**src/rtl/pipe_stage_reg.sv**
```systemverilog
// Pipeline-stage register with valid/ready handshake, synchronous flush and an
// optional 2-entry skid buffer; control is forced to zero while the stage holds a bubble.
module pipe_stage_reg #(
    parameter int DATA_W = 96,
    parameter int CTRL_W = 8,
    parameter int SKID   = 1
) (
    input  logic              clk,
    input  logic              rst,
    input  logic              flush_i,
    input  logic              valid_i,
    output logic              ready_o,
    input  logic [DATA_W-1:0] data_i,
    input  logic [CTRL_W-1:0] ctrl_i,
    output logic              valid_o,
    input  logic              ready_i,
    output logic [DATA_W-1:0] data_o,
    output logic [CTRL_W-1:0] ctrl_o,
    output logic [1:0]        count_o
);

    logic              m_v;
    logic [DATA_W-1:0] m_data;
    logic [CTRL_W-1:0] m_ctrl;
    logic              s_v;
    logic              accept;
    logic              issue;

    assign accept = valid_i & ready_o & ~flush_i;
    assign issue  = m_v & ready_i;

    generate
        if (SKID != 0) begin : g_skid
            logic [DATA_W-1:0] s_data;
            logic [CTRL_W-1:0] s_ctrl;

            // ready_o comes straight from a flop: no path from ready_i
            assign ready_o = ~s_v;

            always_ff @(posedge clk or negedge rst) begin
                if (!rst) begin
                    m_v    <= 1'b0;
                    s_v    <= 1'b0;
                    m_data <= '0;
                    m_ctrl <= '0;
                    s_data <= '0;
                    s_ctrl <= '0;
                end else if (flush_i) begin
                    m_v <= 1'b0;
                    s_v <= 1'b0;
                end else if (s_v) begin
                    if (issue) begin
                        m_data <= s_data;
                        m_ctrl <= s_ctrl;
                        s_v    <= 1'b0;
                    end
                end else if (accept) begin
                    if (!m_v || issue) begin
                        m_v    <= 1'b1;
                        m_data <= data_i;
                        m_ctrl <= ctrl_i;
                    end else begin
                        s_v    <= 1'b1;
                        s_data <= data_i;
                        s_ctrl <= ctrl_i;
                    end
                end else if (issue) begin
                    m_v <= 1'b0;
                end
            end
        end else begin : g_single
            assign ready_o = ~m_v | ready_i;
            assign s_v     = 1'b0;

            always_ff @(posedge clk or negedge rst) begin
                if (!rst) begin
                    m_v    <= 1'b0;
                    m_data <= '0;
                    m_ctrl <= '0;
                end else if (flush_i) begin
                    m_v <= 1'b0;
                end else if (accept) begin
                    m_v    <= 1'b1;
                    m_data <= data_i;
                    m_ctrl <= ctrl_i;
                end else if (issue) begin
                    m_v <= 1'b0;
                end
            end
        end
    endgenerate

    assign valid_o = m_v;
    assign data_o  = m_data;
    assign ctrl_o  = m_v ? m_ctrl : '0;
    assign count_o = {1'b0, m_v} + {1'b0, s_v};

endmodule
```
**config.mk**
```make
export PLATFORM = sky130hd
export DESIGN_NAME = pipe_stage_reg
export DESIGN_NICKNAME = d
export VERILOG_FILES = /design/src/rtl/pipe_stage_reg.sv
export SDC_FILE = /design/constraint.sdc
export NUM_CORES = 1
export LEC_CHECK = 0
export CAP_MARGIN = 5
export CORE_UTILIZATION = 41
export CTS_BUF_LIST = sky130_fd_sc_hd__clkbuf_4
export DETAILED_ROUTE_END_ITERATION = 10
export PLACE_DENSITY = 0.68
export SLEW_MARGIN = 20
export SYNTH_ARGS = -nofsm -noshare
export SYNTH_HDL_FRONTEND = slang
export SYNTH_SLANG_ARGS = --single-unit
```
**constraint.sdc**
```tcl
create_clock -name clk -period 2.3 [get_ports clk]
set_input_delay 0.575 -clock clk [delete_from_list [all_inputs] [get_ports clk]]
set_output_delay 0.575 -clock clk [all_outputs]
set_load 0.05 [all_outputs]
```
==> run metrics <==
outcome=completed; CTS tree=done; fin util=57.21%; CP Capture Type=primary output; CP max FO=7; fin area=0.01264 mm^2; fill count=1,768; Mapped Cells=579; Max Clock Skew=0.02233 ns; largest net degree at the start of global routing=65; Worst-Skew Late Latency=0.65 ns; VDD IR max=0.5745 mV; Max Cap Viol=0; Initial Util=42.45%; vias in the first global route=6,663; Worst EP required=1.73 ns; Static Leak=5.782 nW; GPL Wtd Cong=0.7291; RSZ-0062 raised after global routing=false; # DRC=0; final wirelength=21,340 um; num ports=217; CP dominant cell by count=buf_12; Iter 0 DRT Violations=101; critical path class=reg -> out; Unique masters post-synth=21; synthesized cell area=0.009378 mm^2; Post-Syn Nets=689; Worst Hold Class=in -> async; worst slew pin tran=0.5866 ns; Crit path arrival time=1.61 ns; Top Family by Delay on Critical Path=flip-flops; grt total ovfl=0; # rows=54; hold_ws=0.3886 ns; CTS max path bufs=3; cell breakdown of the critical path=buf_12 > ha_4 > buf_12; Pre-Repair DR Iteration Count=4; PnR worst setup slack=0.1143 ns; Core Area=0.02209 mm^2; DIE AREA=0.02348 mm^2; pre-CTS setup slack=-0.1298 ns; Avg Cell Area, Syn=16.20 um^2; TritonCTS buffer count=56; Final min period=2.186 ns; dpl cell area=0.01201 mm^2; H-tree depth=2; antenna-violating nets left=0; IO buf count=216; Synth Register Bits=210; global-route wire length before repair=35,230 um; die width=153.2 um; Worst-path clk slew=0.07 ns; post-DR vias/cell=5.042; Max Clock Freq=0.4575 GHz; critical path's slowest cell=dfrtp_2; Pins Over Slew Limit=0; Synth-to-Final Area Change=34.78%; CP bufs+invs=2; Post-DP HPWL=13,900 um; CTS Root Cell=clkbuf_4; wire length per cell=18.50 um; yosys warns=0; layout net count=953; layout cells sized above 1=48.79%; critical path's largest stage delay=0.43 ns; fin crit share=95.03%; initial antenna violation count=1; Chip Height=153.2 um; Final Hold Fails=0; gr usage total=18.99%; Setup violations, final=0; Seq/Total Area, Yosys=56.04%; total power per unit cell area=992.1 mW/mm^2; Setup crit start kind=register; clk sinks=210; relative slew slack=60.89%; DR vias=5,814
[cells in the final DEF, fill, tap and decap left out, types with 2 or more instances in the layout]
cell type,Yosys,final
a21oi_1,2,2
and2_1,8,8
buf_12,0,18
buf_4,1,17
bufbuf_16,0,2
clkbuf_4,0,76
clkdlybuf4s50_1,0,107
clkinv_1,0,7
dfrtp_1,210,208
diode_2,0,2
dlygate4sd2_1,0,96
inv_2,0,2
mux2_1,10,10
mux2_2,242,242
mux2_4,60,60
[sequential cells by signal, indices dropped and copies added (netlist names)]
signal,flops
data_o,96
g_skid.s_ctrl,8
g_skid.s_data,96
m_ctrl,8
s_v,1
valid_o,1
[synthesized netlist by cell type]
cell type,number,share of area [%]
mux2_1,10,1.2
mux2_4,60,9.6
mux2_2,242,29
inv_1,2,0.080
ha_1,1,0.13
or2_1,1,0.067
or4b_1,1,0.11
buf_2,10,0.53
buf_1,1,0.040
o21ai_0,1,0.053
buf_4,1,0.080
a21oi_1,2,0.11
and2_1,8,0.53
nor2_1,1,0.040
a211oi_2,1,0.13
nor3b_1,1,0.080
clkbuf_1,11,0.44
buf_6,13,1.6
dfrtp_1,210,56
nand2b_1,1,0.067
nand2_1,1,0.040
[report_power, final]
part,total [W],internal (W),switching (W)
Clock,0.00306,0.00161,0.00146
Combinational,0.00428,0.00179,0.00249
Sequential,0.00520,0.00469,0.000508
[through the flow]
step	instances	setup TNS (ns)	power, W
final	1153	0	0.01254
after detailed placement	1059	-17.93	0.009862
after CTS	1151	-0.02343	0.01274
after global placement	1059	-18.27	0.009713
after global routing	1153	0	0.01324
after floorplan	579	0	0.008171
[kinds of logic after synthesis]
family          count (synthesis)  share of synthesized area (%)
compound gates                  4                         0.2935
mux                           312                          39.87
buf+inv                        38                          2.735
flops                         210                          56.04
simple gates                   14                         0.9340
fa+ha+maj                       1                         0.1334
[routing by layer]
metal | share of wire [%] | routed length [um] | GRT usage, %
met3 | 8.7 | 1848 | 7.287
met1 | 40 | 8544 | 22.19
met2 | 49 | 10380 | 31.49
met5 | 0 | 0 | 0
met4 | 2.6 | 562 | 7.311
[final cells by class]
cell class              instances  area, um^2  area share, %
well taps                     280       350.3          2.772
flip-flops and latches        210        5260          41.62
clock inverters                10       67.56         0.5345
clock buffers                  76       570.5          4.514
diodes                          2       5.005        0.03960
inverters                       2       7.507        0.05939
repair buffers                242        2489          19.69
multi-input cells             331        3890          30.78
[final timing paths]
| path | from | end | slack, ns | cells past startpoint |
|---|---|---|---|---|
| setup / recovery | valid_o | count_o[0] | 0.11 | 3 |
| hold / removal | rst | g_skid.s_data[10] | 0.39 | 2 |
| setup reg to reg | s_v | g_skid.s_data[35] | 0.14 | 5 |
| hold reg to reg | m_ctrl[5] | m_ctrl[5] | 0.49 | 1 |
| max in group asynchronous | rst | data_o[93] | 1.21 | 3 |
| min in group clk | m_ctrl[5] | m_ctrl[5] | 0.49 | 1 |
[timing repair]
| item | 4_1_cts | 5_1_grt |
|---|---|---|
| gates resized for setup | 101 | 0 |
| pin swaps | 1 | 0 |
| buffers inserted | 3 | 1 |
| hold endpoints to repair | 35 | 0 |
| hold buffers | 1 | 0 |
| setup endpoints to repair | 102 | 6 |
| gates cloned | 2 | 0 |
No activity file was read; power rests on OpenSTA's default activity.
